`src/rtl/uart_transmitter.sv`:
```
// 8N1 serial transmitter with a one-byte holding buffer.
// A held byte follows the current frame with no idle gap on the line.
module uart_transmitter #(
   parameter int CLKS_PER_BIT = 104
) (
   input  logic       i_clk,
   input  logic       i_rst,
   input  logic [7:0] i_data,
   input  logic       i_valid,
   output logic       o_ready,
   output logic       o_tx,
   output logic       o_busy,
   output logic       o_done
);

   localparam int CW = $clog2(CLKS_PER_BIT);
   localparam logic [CW-1:0] LAST = CW'(CLKS_PER_BIT - 1);
   localparam logic [CW-1:0] PRE  = CW'(CLKS_PER_BIT - 2);

   typedef enum logic [1:0] {IDLE, START, DATA, STOP} state_t;

   state_t        state_q, state_d;
   logic [CW-1:0] cnt_q, cnt_d;
   logic [2:0]    idx_q, idx_d;
   logic [7:0]    shift_q, shift_d;
   logic [7:0]    hold_q, hold_d;
   logic          hold_full_q, hold_full_d;
   logic          tx_q, tx_d;
   logic          busy_q, busy_d;
   logic          done_q, done_d;
   logic          accept;
   logic          bit_end;
   logic          reload;

   assign o_ready = !hold_full_q && !i_rst;
   assign accept  = i_valid && o_ready;
   assign bit_end = (cnt_q == LAST);
   assign reload  = (state_q == STOP) && bit_end;

   always_comb begin
      state_d     = state_q;
      cnt_d       = bit_end ? '0 : cnt_q + 1'b1;
      idx_d       = idx_q;
      shift_d     = shift_q;
      hold_d      = hold_q;
      hold_full_d = hold_full_q;
      tx_d        = tx_q;
      busy_d      = busy_q;
      done_d      = 1'b0;
      unique case (state_q)
         IDLE: begin
            cnt_d = '0;
            if (accept) begin
               state_d = START;
               shift_d = i_data;
               tx_d    = 1'b0;
               busy_d  = 1'b1;
            end
         end
         START: begin
            if (bit_end) begin
               state_d = DATA;
               idx_d   = 3'd0;
               tx_d    = shift_q[0];
            end
         end
         DATA: begin
            if (bit_end) begin
               if (idx_q == 3'd7) begin
                  state_d = STOP;
                  tx_d    = 1'b1;
               end else begin
                  shift_d = {1'b0, shift_q[7:1]};
                  idx_d   = idx_q + 3'd1;
                  tx_d    = shift_q[1];
               end
            end
         end
         STOP: begin
            // pulse is registered, so raise it one cycle ahead
            done_d = (cnt_q == PRE);
            if (bit_end) begin
               if (hold_full_q) begin
                  state_d     = START;
                  shift_d     = hold_q;
                  hold_full_d = 1'b0;
                  tx_d        = 1'b0;
               end else if (accept) begin
                  state_d = START;
                  shift_d = i_data;
                  tx_d    = 1'b0;
               end else begin
                  state_d = IDLE;
                  busy_d  = 1'b0;
               end
            end
         end
         default: begin
            state_d = IDLE;
         end
      endcase
      if (accept && (state_q != IDLE) && !reload) begin
         hold_d      = i_data;
         hold_full_d = 1'b1;
      end
   end

   always_ff @(posedge i_clk) begin
      if (i_rst) begin
         state_q     <= IDLE;
         cnt_q       <= '0;
         idx_q       <= 3'd0;
         shift_q     <= 8'h00;
         hold_q      <= 8'h00;
         hold_full_q <= 1'b0;
         tx_q        <= 1'b1;
         busy_q      <= 1'b0;
         done_q      <= 1'b0;
      end else begin
         state_q     <= state_d;
         cnt_q       <= cnt_d;
         idx_q       <= idx_d;
         shift_q     <= shift_d;
         hold_q      <= hold_d;
         hold_full_q <= hold_full_d;
         tx_q        <= tx_d;
         busy_q      <= busy_d;
         done_q      <= done_d;
      end
   end

   assign o_tx   = tx_q;
   assign o_busy = busy_q;
   assign o_done = done_q;

endmodule

```
`config.mk`:
```
export PLATFORM = sky130hd
export DESIGN_NAME = uart_transmitter
export DESIGN_NICKNAME = d
export VERILOG_FILES = /design/src/rtl/uart_transmitter.sv
export SDC_FILE = /design/constraint.sdc
export NUM_CORES = 1
export LEC_CHECK = 0
export CAP_MARGIN = 15
export CORE_MARGIN = 1.5
export CORE_UTILIZATION = 50
export DETAILED_ROUTE_END_ITERATION = 6
export GPL_TIMING_DRIVEN = 0
export HOLD_SLACK_MARGIN = 0.15
export PLACE_DENSITY = 0.74
export REMOVE_ABC_BUFFERS = 1
export SLEW_MARGIN = 20
export SYNTH_ARGS = -nofsm -noshare
export SYNTH_HDL_FRONTEND = slang
export SYNTH_SLANG_ARGS = --single-unit
```
`constraint.sdc`:
```
create_clock -name i_clk -period 1.6 [get_ports i_clk]
set_clock_uncertainty 0.1 [all_clocks]
set_input_delay 0.16 -clock i_clk [delete_from_list [all_inputs] [get_ports i_clk]]
set_output_delay 0.16 -clock i_clk [all_outputs]
set_load 0.05 [all_outputs]
```
==> impl_metrics.ini <==
[drt]
drtIter0Drc = 82
wl_met1_um = 1570
num_vias = 1330
route.met2.wl_um = 1870
drc = 0
drt_wl_total_um = 3720
topRoutingLayerUsed = met4
ant_nets = 0
vias_per_cell = 6.21
drtPass1Iterations = 4
wire_per_inst_um = 17.4
wl_met3_um = 204

[clock_tree]
clockRootBuffer = clkbuf_4
numCtsBuffers = 5
cts_tree = built
cts_buffer_depth = 2
clkLatencyLatePin_ns = 0.34
h-tree-depth = 2
clkTransAtPathRegs_ns = 0.10
clkSinkCount = 32

[yosys]
async_flop_share = 0
synth_most_common_cell = dfxtp_1
ys_top_cells_by_count = 32 x dfxtp_1, 19 x nor2_1, 9 x ha_1, 9 x mux2i_1, 8 x o2bb2ai_1
ys_seq_elements = 32
ys_top_cells_by_area = dfxtp_1 41%, ha_1 7.2%, mux2i_1 5.8%
synth_top_area_frac = 0.411
avgSynthCellArea_um2 = 10.1
yosysTopAreaCell = dfxtp_1
yosysSeqAreaShare = 0.411
yosysWarnings = 0
synthCells = 154
dominantRegCellSynth = dfxtp_1
synth_edf_count = 0
netlist_area_um2 = 1560
netlist-cell-type-count = 42

[placement]
placed_area_um2 = 1700
io_buffers = 14
globalplace.congestion = 0.843
hpwl_um = 2210

[power]
p_sw_frac = 0.388
ir_worst_vdd_mv = 0.647
pwr-share-clk = 0.163
p_comb_frac = 0.484
switchingPower_uw = 1170
leakage_uw = 0.000736
intPower_uw = 1850
power_frac_seq = 0.353
power.density_nw_per_um2 = 1440

[floorplan]
rows = 20
coreArea_um2 = 3000
die-height_um = 58.9
start_util = 0.520
die_w_um = 58.9
pin_count = 15
dieArea_um2 = 3460

[cells_and_area]
antenna_cells = 0
area_growth_pct = 33.8
stdcell_area_um2 = 2090
layout.nets = 200
drive_above_1_share = 0.320

[grt]
grtUsageTotal = 0.225
grt-ovfl-total = 0
grt_pass1_wl_um = 5830
grt_antenna_before_repair = 0
grt_max_degree = 25
grt_pass1_vias = 1260

[timing]
rsz0062_at_grt = yes
hold_slack_ns = 0.328
finalHoldViolations = 0
worst_pin_slew_ns = 0.514
setup-violations-final = 21
fin_crit_sh = 1.08
fin_ws_ns = -0.125
max_slew_margin = 0.657
period_minus_slack_ns = 1.72
fmax_mhz = 580
slew_violations = 0

[critical_path]
arrival_ns = 1.90
cp-end-kind = flip-flop
worstPathRequired_ns = 1.77
worstSetupPathType = flip-flop to flip-flop
critPathLaunchType = flip-flop
path_max_fanout = 8

[run_status]
outcome = complete, but fails checks
violations = setup timing

[job]
maxCapViolations = 0

[hold_path]
hp-class = primary input to flip-flop
## metal layers
metal,vias to the layer above,global-route usage
met4,0,0.0942
met1,649,0.272
met2,35,0.363
met5,-,0
li1,636,-
met3,10,0.0769
## area by class of cell
cell class | instances | area [µm²]
clock inverter | 2 | 10.0
clock buffer | 6 | 51.3
inverter | 5 | 26.3
timing repair buffer | 26 | 241
multi-input combinational | 110 | 1060
fill | 225 | 915
tap | 33 | 41.3
sequential | 32 | 653
## state kept, by name (all words and copies together), names as in the netlist
name	cells
cnt_q	7
hold_full_q	1
hold_q	8
idx_q	3
o_busy	1
o_done	1
o_tx	1
shift_q	8
state_q	2
## metrics by stage
step | total power (µW) | TNS, ns | setup slack (ns) | std cells | util
after floorplan | 1690 | -6.92 | -0.490 | 147 | -
after global placement | 1900 | -20.72 | -0.886 | 194 | 0.565
after detailed placement | 1940 | -22.08 | -0.907 | 194 | 0.565
after CTS | 2770 | -0.843 | -0.0941 | 208 | 0.658
after global routing | 3160 | -2.76 | -0.154 | 214 | 0.695
final | 3010 | -1.43 | -0.125 | 214 | 0.695
## power by group through the flow
stage,Clock [µW],Sequential [µW],Combinational (µW)
after floorplan,0,1060,629
after global placement,0,1010,891
after detailed placement,0,1020,918
after CTS,500,1060,1210
after global routing,536,1080,1550
final,492,1060,1460
## worst paths after layout
check	start	end	slack (ns)	cells after the start
worst max-delay path	state_q[0]	shift_q[3]	-0.12	6
worst min-delay path	i_rst	hold_q[4]	0.33	2
worst max register to register	state_q[0]	shift_q[3]	-0.12	6
worst min register to register	shift_q[7]	shift_q[7]	0.38	1
## cell families after synthesis
| family | share of synthesized area |
|---|---|
| compound gates | 0.228 |
| xor+xnor | 0.0225 |
| fa+ha+maj | 0.0722 |
| buf+inv | 0.0401 |
| flops | 0.411 |
| mux | 0.0650 |
| simple gates | 0.162 |
## worst max-delay path, cell delays in order (launching register included)
cell	delay (ns)
dfxtp_4	0.40
inv_6	0.05
ha_4	0.20
a221o_1	0.40
a31oi_4	0.21
buf_12	0.16
o2bb2ai_1	0.11
## cells in the final DEF (no fill, tap or decap), drive strengths merged, types with 2 or more instances in the layout
master and instances:
clkinv 2, nor2 19, ha 9, clkdlybuf4s50 9, a221o 2, nand2b 4
a22o 2, nand2 5, or3 3, a222oi 7, buf 12, nand3 4
dfxtp 32, a21oi 7, o32ai 2, o21ai 5, nor2b 3, clkbuf 7
xnor2 2, mux2i 9, inv 5, xor2 2, o2bb2ai 8, dlygate4sd2 3
## timing repair
item / CTS / global route
setup buffers: 6 / 6
hold buffers: 0 / 0
pin swaps: 9 / 8
gates resized for setup: 48 / 14
endpoints found under the setup margin: 34 / 24
Note: power is estimated with default switching activity, not from simulation.
